[src/rtl/logic_gate_sweeper_if.sv]
// Bus between the lab gate unit and its switch/LED side: mode, inputs,
// sweep control and the captured truth table.
interface logic_gate_sweeper_if #(
  parameter int N_INPUTS = 3
);
  localparam int RESULT_W = 1 << N_INPUTS;

  logic [2:0]          gateMode;
  logic [N_INPUTS-1:0] manualIn;
  logic                start;
  logic                busy;
  logic                done;
  logic [N_INPUTS-1:0] sweepIn;
  logic                stage1Out;
  logic                gateOut;
  logic [RESULT_W-1:0] result;
  logic [N_INPUTS:0]   onesCount;

  modport master (
    output gateMode, manualIn, start,
    input  busy, done, sweepIn, stage1Out, gateOut, result, onesCount
  );

  modport slave (
    input  gateMode, manualIn, start,
    output busy, done, sweepIn, stage1Out, gateOut, result, onesCount
  );
endinterface

[src/rtl/logic_gate_sweeper.sv]
// N-input gate evaluator: registered manual result plus a sequencer that captures
// the full truth table. Define ONES_COUNT_EN to enable the onesCount accumulator.
module logic_gate_sweeper #(
  parameter int N_INPUTS = 3
) (
  input logic                  clk,
  input logic                  resetN,
  logic_gate_sweeper_if.slave  bus
);
  localparam int RESULT_W = 1 << N_INPUTS;
  localparam int IDX_W    = N_INPUTS + 1;

  typedef enum logic [1:0] {IDLE, SWEEP, DONE} state_t;

  localparam logic [N_INPUTS-1:0] FULL_MASK  = '1;
  localparam logic [N_INPUTS-1:0] STAGE_MASK = {1'b0, {(N_INPUTS-1){1'b1}}};
  localparam logic [IDX_W-1:0]    LAST_IDX   = IDX_W'(RESULT_W - 1);

  state_t              state_reg, state_next;
  logic [IDX_W-1:0]    idx_reg;
  logic [2:0]          mode_reg;
  logic [RESULT_W-1:0] result_reg;
  logic [RESULT_W-1:0] table_vec;
  logic                gate_reg;
  logic                stage1_reg;

  // Masked-out bits are forced to the reduction's identity value.
  function automatic logic reduce_and(input logic [N_INPUTS-1:0] v, input logic [N_INPUTS-1:0] m);
    return &(v | ~m);
  endfunction

  function automatic logic reduce_or(input logic [N_INPUTS-1:0] v, input logic [N_INPUTS-1:0] m);
    return |(v & m);
  endfunction

  function automatic logic reduce_xor(input logic [N_INPUTS-1:0] v, input logic [N_INPUTS-1:0] m);
    return ^(v & m);
  endfunction

  function automatic logic gate_eval(input logic [2:0] mode, input logic [N_INPUTS-1:0] v);
    logic r;
    case (mode)
      3'b000:  r = reduce_and(v, FULL_MASK);
      3'b001:  r = reduce_or(v, FULL_MASK);
      3'b010:  r = ~reduce_and(v, FULL_MASK);
      3'b011:  r = ~reduce_or(v, FULL_MASK);
      3'b100:  r = reduce_xor(v, FULL_MASK);
      3'b101:  r = ~reduce_xor(v, FULL_MASK);
      default: r = 1'b0;
    endcase
    return r;
  endfunction

  // First stage covers all but the top input and is never inverted.
  function automatic logic stage1_eval(input logic [2:0] mode, input logic [N_INPUTS-1:0] v);
    logic r;
    case (mode)
      3'b000, 3'b010: r = reduce_and(v, STAGE_MASK);
      3'b001, 3'b011: r = reduce_or(v, STAGE_MASK);
      3'b100, 3'b101: r = reduce_xor(v, STAGE_MASK);
      default:        r = 1'b0;
    endcase
    return r;
  endfunction

  genvar gi;
  generate
    for (gi = 0; gi < RESULT_W; gi++) begin : g_table
      assign table_vec[gi] = gate_eval(mode_reg, N_INPUTS'(gi));
    end
  endgenerate

  always_comb begin
    state_next = state_reg;
    case (state_reg)
      IDLE:    if (bus.start) state_next = SWEEP;
      SWEEP:   if (idx_reg == LAST_IDX) state_next = DONE;
      DONE:    state_next = IDLE;
      default: state_next = IDLE;
    endcase
  end

  always_ff @(posedge clk or negedge resetN) begin
    if (!resetN) begin
      state_reg  <= IDLE;
      idx_reg    <= '0;
      mode_reg   <= 3'b000;
      result_reg <= '0;
      gate_reg   <= 1'b0;
      stage1_reg <= 1'b0;
    end else begin
      state_reg  <= state_next;
      gate_reg   <= gate_eval(bus.gateMode, bus.manualIn);
      stage1_reg <= stage1_eval(bus.gateMode, bus.manualIn);
      case (state_reg)
        IDLE: begin
          if (bus.start) begin
            mode_reg   <= bus.gateMode;
            result_reg <= '0;
            idx_reg    <= '0;
          end
        end
        SWEEP: begin
          result_reg[idx_reg[N_INPUTS-1:0]] <= table_vec[idx_reg[N_INPUTS-1:0]];
          if (idx_reg != LAST_IDX) idx_reg <= idx_reg + IDX_W'(1);
        end
        default: ;
      endcase
    end
  end

`ifdef ONES_COUNT_EN
  logic [N_INPUTS:0] count_reg;

  always_ff @(posedge clk or negedge resetN) begin
    if (!resetN) begin
      count_reg <= '0;
    end else if (state_reg == IDLE && bus.start) begin
      count_reg <= '0;
    end else if (state_reg == SWEEP) begin
      count_reg <= count_reg + {{N_INPUTS{1'b0}}, table_vec[idx_reg[N_INPUTS-1:0]]};
    end
  end

  assign bus.onesCount = count_reg;
`else
  assign bus.onesCount = '0;
`endif

  assign bus.busy      = (state_reg == SWEEP);
  assign bus.done      = (state_reg == DONE);
  assign bus.sweepIn   = (state_reg == SWEEP) ? idx_reg[N_INPUTS-1:0] : '0;
  assign bus.result    = result_reg;
  assign bus.gateOut   = gate_reg;
  assign bus.stage1Out = stage1_reg;
endmodule

[src/flat_wrapper.sv]
// flat-port wrapper written by rule: the top's interface ports become plain ports
module logic_gate_sweeper_flat 
#(
  parameter int N_INPUTS = 3
)
  (clk, resetN, bus_gateMode, bus_manualIn, bus_start, bus_busy, bus_done, bus_sweepIn, bus_stage1Out, bus_gateOut, bus_result, bus_onesCount);
  logic_gate_sweeper_if #(.N_INPUTS(N_INPUTS)) bus_i ();
  input logic clk;
  input logic resetN;
  input wire logic [$bits(bus_i.gateMode)-1:0] bus_gateMode;
  input wire logic [$bits(bus_i.manualIn)-1:0] bus_manualIn;
  input wire logic [$bits(bus_i.start)-1:0] bus_start;
  output wire logic [$bits(bus_i.busy)-1:0] bus_busy;
  output wire logic [$bits(bus_i.done)-1:0] bus_done;
  output wire logic [$bits(bus_i.sweepIn)-1:0] bus_sweepIn;
  output wire logic [$bits(bus_i.stage1Out)-1:0] bus_stage1Out;
  output wire logic [$bits(bus_i.gateOut)-1:0] bus_gateOut;
  output wire logic [$bits(bus_i.result)-1:0] bus_result;
  output wire logic [$bits(bus_i.onesCount)-1:0] bus_onesCount;
  assign bus_i.gateMode = bus_gateMode;
  assign bus_i.manualIn = bus_manualIn;
  assign bus_i.start = bus_start;
  assign bus_busy = bus_i.busy;
  assign bus_done = bus_i.done;
  assign bus_sweepIn = bus_i.sweepIn;
  assign bus_stage1Out = bus_i.stage1Out;
  assign bus_gateOut = bus_i.gateOut;
  assign bus_result = bus_i.result;
  assign bus_onesCount = bus_i.onesCount;
  logic_gate_sweeper #(.N_INPUTS(N_INPUTS)) u_core (.clk(clk), .resetN(resetN), .bus(bus_i));
endmodule
[config.mk]
export PLATFORM = sky130hd
export DESIGN_NAME = logic_gate_sweeper_flat
export DESIGN_NICKNAME = d
export VERILOG_FILES = /design/src/rtl/logic_gate_sweeper_if.sv /design/src/rtl/logic_gate_sweeper.sv /design/src/flat_wrapper.sv
export SDC_FILE = /design/constraint.sdc
export NUM_CORES = 1
export LEC_CHECK = 0
export ABC_AREA = 1
export CAP_MARGIN = 30
export CORE_MARGIN = 1
export CORE_UTILIZATION = 42
export DETAILED_ROUTE_END_ITERATION = 10
export PLACE_DENSITY = 0.71
export SYNTH_ARGS = -nofsm -noshare
export SYNTH_HDL_FRONTEND = slang
export SYNTH_SLANG_ARGS = --single-unit
[constraint.sdc]
create_clock -name clk -period 1.6 [get_ports clk]
set_clock_uncertainty 0.1 [all_clocks]
set_input_delay 0.16 -clock clk [delete_from_list [all_inputs] [get_ports clk]]
set_output_delay 0.16 -clock clk [all_outputs]
set_load 0.005 [all_outputs]
==> results of run 1 <==
critical path: stages, from the launching register on:
cell and delay (ns):
dfrtp_1 0.41, inv_2 0.09, nor2_4 0.05, buf_4 0.13, buf_4 0.14, nand2_1 0.12, nand2_2 0.10, buf_4 0.14
o21ai_0 0.15
final timing paths:
| path | depth (start not counted) | startpoint | to |
|---|---|---|---|
| setup / recovery | 8 | u_core.state_reg[0] | u_core.idx_reg[1] |
| hold / removal | 2 | resetN | u_core.state_reg[1] |
| setup reg to reg | 8 | u_core.state_reg[0] | u_core.idx_reg[1] |
| hold reg to reg | 2 | u_core.idx_reg[3] | u_core.idx_reg[3] |
| max in group asynchronous | 2 | resetN | u_core.idx_reg[0] |
| min in group clk | 3 | bus_gateMode[1] | u_core.bus.gateOut |
per-stage QoR:
step | setup TNS (ns) | cell area, um^2
floorplan | 0 | 1190
global placement | 0 | 1440
detailed placement | -0.0149 | 1440
CTS | 0 | 1490
global route | 0 | 1510
finish | 0 | 1510
layout make-up:
| class | count | share of cell area |
|---|---|---|
| inverter | 22 | 0.0546 |
| sequential | 19 | 0.316 |
| tap | 30 | 0.0248 |
| clock inverter | 1 | 0.00331 |
| timing repair buffer | 34 | 0.195 |
| clock buffer | 3 | 0.0149 |
| multi-input combinational | 108 | 0.391 |
cell families after synthesis:
logic type / count (synthesis) / share of synthesized area
adder cells (fa/ha/maj): 3 / 0.0319
AND/OR/NAND/NOR: 79 / 0.327
AO/OA/AOI/OAI: 21 / 0.113
XOR/XNOR: 1 / 0.00743
other: 1 / 0.00318
buffers and inverters: 28 / 0.115
flip-flops: 19 / 0.403
repair_timing:
action	CTS	global route
setup buffers	3	3
hold buffers	0	0
gates resized for setup	9	10
endpoints found under the hold margin	0	0
pin swaps	1	1
endpoints found under the setup margin	5	12
cells in the final DEF (no fill, tap or decap), types with 3 or more instances in the layout:
cell / netlist / routed
conb_1: 1 / 4
clkbuf_2: 0 / 3
clkbuf_4: 0 / 3
dfrtp_1: 19 / 17
o211ai_1: 8 / 8
nand2_2: 3 / 3
nor2_4: 3 / 3
o21ai_0: 7 / 7
inv_2: 2 / 4
inv_1: 20 / 18
nand2_1: 27 / 26
buf_4: 4 / 11
nor2_1: 21 / 20
nand3_1: 19 / 19
nand3_2: 4 / 4
clkdlybuf4s50_1: 0 / 18
routing by layer:
layer  vias up  part of all wire  routed length, um  global-route usage
met4         0            0.0094                 26              0.0792
met5         -                 0                  0                   0
met3         4             0.047                129              0.0355
li1        552                 -                  -                   -
met1       529              0.44               1220               0.295
met2        32              0.50               1390               0.357
power breakdown:
part           internal [uW]  switching (uW)
clock network           93.1             155
logic                    725             956
registers                664             160
total                   1480            1270
==> summary.md, run 1 <==
| Metric | Value |
|---|---|
| Final core utilization | `0.589` |
| Max FFs per register | `8` |
| Total wire length | `2770 um` |
| Nets@finish | `200` |
| Pre-CTS setup slack | `-0.0149 ns` |
| CP max FO | `5` |
| Clk root buf | `clkbuf_4` |
| Synth Register Bits | `19` |
| Grt total ovfl | `0` |
| Post-Place Cells | `207` |
| DR vias | `1117` |
| Hold slack | `0.0748 ns` |
| Area Overhead vs Synth | `28.3%` |
| Final Hold Viols | `0` |
| Synth Flop Type | `dfrtp_1` |
| RSZ-0062 raised after global routing | `false` |
| Reg area | `478 um^2` |
| Synth area leader | `dfrtp_1` |
| Antenna viol nets, final | `0` |
| Share of post-route cells with drive strength above 1 | `0.209` |
| Total Routing Usage GR | `0.220` |
| Min Tclk post-route | `1.50 ns` |
| GPL Wtd Cong | `0.815` |
| Register-to-register setup slack | `0.1 ns` |
| Initial antenna violation count | `0` |
| Mapped Avg Cell Area | `7.75 um^2` |
| Outcome | `finished, final reports clean` |
| I/O pin total | `28` |
| Syn Inst Count | `152` |
| Setup ws final | `0.0958 ns` |
| Startpoint Class | `flip-flop` |
| Inserted Diodes | `0` |
| Share of the synthesized area in the top cell type | `0.403` |
| Peak supply drop | `1.08 mV` |
| Worst EP required | `1.73 ns` |
| Initial core utilization | `0.459` |
| Clock slew at the register clock pins of the worst setup and hold paths | `0.12 ns` |
| PwrDens | `1820 mW/mm^2` |
| EDFF count, synth | `0` |
| Num rows | `18` |
| Commonest cells post-synth | `27 x nand2_1, 21 x nor2_1, 20 x inv_1, 19 x dfrtp_1, 19 x nand3_1` |
| WL/cell | `12.8 um` |
| FFs w/ async S/R, synth | `1.00` |
| Max-slew violations | `0` |
| DP Wirelength | `2060 um` |
| Vias/cell | `5.15` |
| Worst Path Arrival | `1.63 ns` |
| Clock Path Buffers | `2` |
| Count leader, synth | `nand2_1` |
| Max-cap violation count | `0` |
| Post-Syn Area | `0.00118 mm^2` |
| CTS tree | `done` |
| Die area | `0.00302 mm^2` |
| Clock Latency Late Sink | `0.30 ns` |
| Library cells used by synthesis | `23` |
| Largest net degree at the start of global routing | `20` |
| Max frequency | `665 MHz` |
| Chip height | `55.0 um` |
| Clock Sinks | `19` |
| Worst setup path category | `flip-flop to flip-flop` |
| Tot Pwr | `2750 uW` |
| Sequential area share after synthesis | `0.403` |
| Drt first pass iters | `4` |
| Inserted Clock Buffers | `3` |
| Setup-failing EPs final | `0` |
| Global-route wire length before repair | `4710 um` |
| Iter 0 DRT Violations | `17` |
| Multi-input logic area | `592 um^2` |
| H-tree depth | `1` |
| Finished Layout Cells | `217` |
| FILL cells | `259` |
| Top post-synthesis cells by area | `dfrtp_1 40%, nand2_1 8.6%, nand3_1 8.1%` |
| Static Leak | `0.000785 uW` |
| # port buffers | `23` |
| Horiz. Die Dim | `55.0 um` |
| Worst setup EP type | `flip-flop` |
| Final Cycle Share | `0.940` |
| Ys Warns | `0` |
| Kind of path behind the tightest hold check | `input port to asynchronous set/reset pin` |
| Core Area | `0.00257 mm^2` |
| Drc violations | `0` |
| Vias in the first global route | `1053` |
(Power assumes the default switching activity.)
==> run 2: changes to the inputs <==
- CORE_MARGIN: 1 -> 2
==> run 2 against run 1 <==
Net effect: setup slack worse by 0.026 ns; global-route usage down 4.1 points; sequential cell count unchanged; first-iteration DRC count up 41%; die area up 7.4%; clock power about the same; combinational power down 4%.
==> summary.md, run 2 (same netlist as run 1, synthesis figures left out) <==
| Metric | Value |
|---|---|
| Worst EP required | `1.34 ns (-0.39 ns)` |
| Peak supply drop | `1.02 mV (-6.3%)` |
| Int Pwr | `1450 uW (-2.3%)` |
| Horiz. Die Dim | `57.0 um (+3.6%)` |
| Most frequent cells in the layout | `27 x nand2_1, 21 x nor2_1, 19 x nand3_1` |
| Slowest CP cell | `dfrtp_1` |
| FF-to-FF Start | `u_core.idx_reg[0]` |
| Initial antenna violation count | `0 (unchanged)` |
| Antenna viol nets, final | `0 (unchanged)` |
| Worst Path Arrival | `1.27 ns (-0.36 ns)` |
| Max frequency | `653 MHz (-1.7%)` |
| Sw frac | `0.459 (-0.00315)` |
| Final Hold Viols | `0 (unchanged)` |
| Drt first pass iters | `4 (unchanged)` |
| Clk root buf | `clkbuf_4` |
| # port buffers | `23 (unchanged)` |
| Clock Latency Late Sink | `0.30 ns (about the same)` |
| FILL cells | `253 (-2.3%)` |
| Inserted Clock Buffers | `3 (unchanged)` |
| Setup-failing EPs final | `0 (unchanged)` |
| Largest net degree at the start of global routing | `20 (unchanged)` |
| Finished Layout Cells | `217 (unchanged)` |
| Worst setup EP type | `primary output` |
| DR vias | `1113 (-0.36%)` |
| Core Area | `0.00271 mm^2 (+5.6%)` |
| CTS tree | `done` |
| Chip height | `57.0 um (+3.6%)` |
| Crit-path max cell delay | `0.42 ns (about the same)` |
| Grt total ovfl | `0 (unchanged)` |
| Die area | `0.00325 mm^2 (+7.4%)` |
| Nets@finish | `199 (-0.50%)` |
| Setup TNS Final | `0 ns (unchanged)` |
| Total wire length | `2710 um (-2.1%)` |
| Drc violations | `0 (unchanged)` |
| Post-Place Cells | `208 (+0.48%)` |
| Clock Sinks | `19 (unchanged)` |
| Critical-path cell list | `nor2_4 > inv_4 > nor2_1 > clkdlybuf4s15_1` |
| Kind of path behind the tightest hold check | `input port to asynchronous set/reset pin` |
| Max-slew violations | `0 (unchanged)` |
| Seq pwr share | `0.303 (+0.004)` |
| Area Overhead vs Synth | `28.0%` |
| Clock Path Buffers | `2 (unchanged)` |
| Sw power | `1230 uW (-3.5%)` |
| Startpoint Class | `flip-flop` |
| Final Cycle Share | `0.956 (+0.0163)` |
| Total Routing Usage GR | `0.180 (-0.0408)` |
| I/O pin total | `28 (unchanged)` |
| CP max FO | `4 (-1)` |
| Inserted Diodes | `0 (unchanged)` |
| Min Tclk post-route | `1.53 ns (+0.0261 ns)` |
| Reg2reg end | `u_core.idx_reg[3]` |
| Max FFs per register | `8 (unchanged)` |
| Clock slew at the register clock pins of the worst setup and hold paths | `0.12 ns (about the same)` |
| R2R depth | `7 (-1)` |
| Share of post-route cells with drive strength above 1 | `0.172 (-0.0365)` |
| H-tree depth | `1 (unchanged)` |
| Max-cap violation count | `0 (unchanged)` |
| PwrDens | `1770 mW/mm^2 (-2.6%)` |
| Initial core utilization | `0.435 (-0.0242)` |
| Commonest non-fill, non-tap cell in the layout | `nand2_1` |
| Global-route wire length before repair | `4640 um (-1.3%)` |
| Register-to-register setup slack | `0.13 ns (+0.03 ns)` |
| Outcome | `finished, final reports clean` |
| Iter 0 DRT Violations | `24 (+7)` |
| Vias/cell | `5.13 (-0.36%)` |
| Vias in the first global route | `1060 (+0.66%)` |
| Logic pwr share | `0.603 (-0.008)` |
| Static Leak | `0.000788 uW (+0.38%)` |
| GPL Wtd Cong | `0.751 (-7.9%)` |
| Clk pwr share | `0.093 (+0.003)` |
| DP Wirelength | `2020 um (-2.3%)` |
| WL/cell | `12.5 um (-2.1%)` |
| Num rows | `19 (+1)` |
| Worst setup path category | `flip-flop to primary output` |
[run 2: timing repair]
item / 4_1_cts / 5_1_grt
hold buffers: 0 / 0
pin swaps: 1 / 1
endpoints found under the setup margin: 5 / 6
resized for setup: 10 / 4
buffers inserted: 1 / 5
[run 2: area by class of cell]
class | instances | area (um^2) | share of cell area
multi-input cells | 108 | 584 | 0.387
flip-flops and latches | 19 | 477 | 0.316
repair buffers | 33 | 297 | 0.197
inverters | 22 | 85.1 | 0.0564
well taps | 31 | 38.8 | 0.0257
clock buffers | 3 | 22.5 | 0.0149
clock inverters | 1 | 5.00 | 0.00332
[run 2: stage by stage]
step	power, uW	setup slack, ns	instance area [um^2]	utilization	hold WS [ns]
final	2680	0.0698	1510	0.557	0.0832
after CTS	2630	0.00734	1480	0.546	0.0872
after global routing	2930	-0.00381	1510	0.557	0.0953
after global placement	2310	0.0724	1440	0.533	0.366
after detailed placement	2360	0.0198	1440	0.533	0.387
after floorplan	1810	0.279	1190	-	-0.236
[run 2: power groups by stage]
stage	clock (uW)	sequential, uW	combinational [uW]
6_report	249	812	1610
5_1_grt	279	836	1820
4_1_cts	257	817	1560
3_5_place_dp	0	821	1540
3_3_place_gp	0	818	1490
2_1_floorplan	0	792	1020
[run 2: worst max-delay path, delay by kind of cell (launching register included)]
| kind | cells | cell delay, ns |
|---|---|---|
| buffers and inverters | 2 | 0.26 |
| DFF | 1 | 0.42 |
| and+or+nand+nor | 2 | 0.29 |
[run 2: how the worst max path moves through the flow]
stage	from	end	slack (ns)	cells past startpoint
after floorplan	u_core.idx_reg[1]	u_core.idx_reg[3]	0.28	7
after global placement	bus_manualIn[0]	u_core.bus.gateOut	0.07	7
after detailed placement	bus_manualIn[1]	u_core.bus.gateOut	0.02	7
after CTS	u_core.state_reg[0]	bus_sweepIn[0]	0.007	6
after global routing	u_core.state_reg[1]	bus_sweepIn[2]	-0.004	4
final	u_core.state_reg[1]	bus_sweepIn[2]	0.07	4
[run 2: per-layer routing]
| layer | vias to the layer above | part of all wire | track usage |
|---|---|---|---|
| li1 | 552 | - | - |
| met1 | 530 | 0.45 | 0.236 |
| met2 | 27 | 0.49 | 0.297 |
| met3 | 4 | 0.044 | 0.0363 |
| met4 | 0 | 0.012 | 0.0598 |
| met5 | - | 0 | 0 |
==> run 3: changes to the inputs <==
- CORE_MARGIN: 2 -> 4
- clock period: 1.6 -> 1.7 ns (I/O delays scaled with it)
==> run 3 against run 2 <==
Net effect: sequential power decreased by 6.3%; die area increased by 15%; sequential share of layout area increased by 0.48 points; final cell count decreased by 1.4%; hold slack improved by 0.0018 ns; combinational power decreased by 8%; global-route usage decreased by 1.3 points; sequential cell count unchanged; non-clock buffer count decreased by 2; largest cell class unchanged.
==> summary.md, run 3 (same netlist as run 1, synthesis figures left out) <==
| Metric | Value |
|---|---|
| Max-cap violation count | `0 (unchanged)` |
| Grt total ovfl | `0 (unchanged)` |
| Max layer used | `met4` |
| Worst Path Arrival | `1.30 ns (+0.03 ns)` |
| Clock Latency Late Sink | `0.30 ns (about the same)` |
| I/O pin total | `28 (unchanged)` |
| Max FFs per register | `8 (unchanged)` |
| H-tree depth | `1 (unchanged)` |
| Clock Path Buffers | `2 (unchanged)` |
| Met3 routed wirelength | `201 um (+69%)` |
| Setup-failing EPs final | `0 (unchanged)` |
| Vias/cell | `4.98 (-2.9%)` |
| Initial antenna violation count | `0 (unchanged)` |
| Iter 0 DRT Violations | `42 (+75%)` |
| Met2 wire len | `1260 um (-5.0%)` |
| Metal-1 WL | `1200 um (-2.4%)` |
| Area Overhead vs Synth | `25.8%` |
| WL/cell | `12.5 um (+0.13%)` |
| Total wire length | `2680 um (-1.3%)` |
| Share of post-route cells with drive strength above 1 | `0.158 (-0.0144)` |
| Hold buffers post-CTS | `0 (unchanged)` |
| Finished Layout Cells | `214 (-1.4%)` |
| Startpoint Class | `flip-flop` |
| Critical Path Start | `u_core.state_reg[1]` |
| Global-route wire length before repair | `4640 um (-0.15%)` |
| Multi-input logic area | `579 um^2 (-0.86%)` |
| Drc violations | `0 (unchanged)` |
| Static Leak | `0.000783 uW (-0.63%)` |
| Inserted Clock Buffers | `3 (unchanged)` |
| Chip height | `61.0 um (+7.0%)` |
| Register-to-register setup slack | `0.20 ns (+0.07 ns)` |
| Clock slew at the register clock pins of the worst setup and hold paths | `0.12 ns (about the same)` |
| Critical Path End | `bus_sweepIn[0]` |
| Pre-CTS setup slack | `0.112 ns (+0.0918 ns)` |
| Worst EP required | `1.43 ns (+0.09 ns)` |
| CP max FO | `3 (-1)` |
| Largest net degree at the start of global routing | `20 (unchanged)` |
| R2R depth | `8 (+1)` |
| CTS tree | `done` |
| Most frequent cells in the layout | `27 x nand2_1, 21 x nor2_1, 19 x nand3_1, 19 x dfrtp_1` |
| Inserted Diodes | `0 (unchanged)` |
| Commonest non-fill, non-tap cell in the layout | `nand2_1` |
| Peak supply drop | `0.954 mV (-6.1%)` |
| Worst setup path category | `flip-flop to primary output` |
| Setup ws final | `0.129 ns (+0.0590 ns)` |
| DP Wirelength | `2020 um (+0.21%)` |
| Worst setup EP type | `primary output` |
| PwrDens | `1670 mW/mm^2 (-5.7%)` |
| RSZ-0062 raised after global routing | `false` |
| Reg2reg end | `u_core.bus.result[7]` |
| Clock Sinks | `19 (unchanged)` |
| Kind of path behind the tightest hold check | `input port to asynchronous set/reset pin` |
| Final core utilization | `0.577 (+0.0207)` |
| Drt first pass iters | `4 (unchanged)` |
| Core Area | `0.00257 mm^2 (-5.3%)` |
| Setup TNS Final | `0 ns (unchanged)` |
| DR vias | `1066 (-4.2%)` |
| # port buffers | `23 (unchanged)` |
| Post-Place Cells | `206 (-0.96%)` |
| Max-slew violations | `0 (unchanged)` |
| Final Hold Viols | `0 (unchanged)` |
| GPL Wtd Cong | `0.813 (+8.2%)` |
| Outcome | `finished, final reports clean` |
| Total Routing Usage GR | `0.166 (-0.0132)` |
| Antenna viol nets, final | `0 (unchanged)` |
| Num rows | `18 (-1)` |
| Final Cycle Share | `0.924` |
| Max frequency | `636 MHz` |
| Initial core utilization | `0.459 (+0.0242)` |
| Min Tclk post-route | `1.57 ns` |
| Nets@finish | `197 (-1.0%)` |
| Die area | `0.00372 mm^2 (+15%)` |
| FILL cells | `249 (-1.6%)` |
| Vias in the first global route | `1056 (-0.38%)` |
| Reg area | `475 um^2 (-0.26%)` |
| Clk root buf | `clkbuf_4` |
| Horiz. Die Dim | `61.0 um (+7.0%)` |
| FF-to-FF Start | `u_core.idx_reg[0]` |
run 3: cell types whose count changed in the layout (fill, tap and decap cells not counted), sizes merged:
cell and change:
clkbuf +2, dlygate4sd2 -2, dlymetal6s2s +1, buf -2
clkinv -1
run 3: critical path, cell delays in order, from the launching register on:
cell	delay, ns
dfrtp_1	0.43
nor2_4	0.13
buf_4	0.13
nand2_2	0.06
inv_1	0.06
clkdlybuf4s15_1	0.20
run 3: cell type report:
class,count,area share
Clock buffer,4,0.0177
Inverter,22,0.0557
Multi-Input combinational cell,108,0.391
Sequential cell,19,0.321
Tap cell,30,0.0253
Timing Repair Buffer,31,0.190
run 3: what timing repair did:
action                                  in CTS  in global routing
endpoints found under the setup margin       4                  4
gates resized for setup                      6                  6
buffers inserted                             4                  0
hold endpoints to repair                     0                  0
pin swaps                                    1                  1
run 3: worst min-delay path by stage:
| stage | start | to | slack, ns | cells after the start |
|---|---|---|---|---|
| after detailed placement | u_core.idx_reg[3] | u_core.idx_reg[3] | 0.38 | 2 |
| after global routing | resetN | u_core.idx_reg[2] | 0.10 | 2 |
| after floorplan | resetN | u_core.bus.gateOut | -0.23 | 0 |
| after CTS | resetN | u_core.idx_reg[2] | 0.1 | 2 |
| after global placement | u_core.idx_reg[3] | u_core.idx_reg[3] | 0.37 | 2 |
| final | resetN | u_core.idx_reg[2] | 0.08 | 2 |
run 3: where the power goes:
part	internal (uW)	switching [uW]	leakage [uW]
clock network	91.3	145	0.0000150
registers	621	140	0.000243
logic	631	851	0.000524
total	1340	1140	0.000783
run 3: through the flow:
step                hold slack [ns]  area, um^2  total power (uW)
floorplan                    -0.226        1190              1700
global placement              0.369        1440              2170
detailed placement            0.379        1440              2220
CTS                          0.0979        1490              2500
global route                  0.102        1480              2730
finish                       0.0850        1480              2480
run 3: metal layers:
layer | track usage | vias to the layer above
li1 | - | 546
met1 | 0.223 | 478
met2 | 0.272 | 40
met3 | 0.0340 | 2
met4 | 0.0495 | 0
met5 | 0 | -
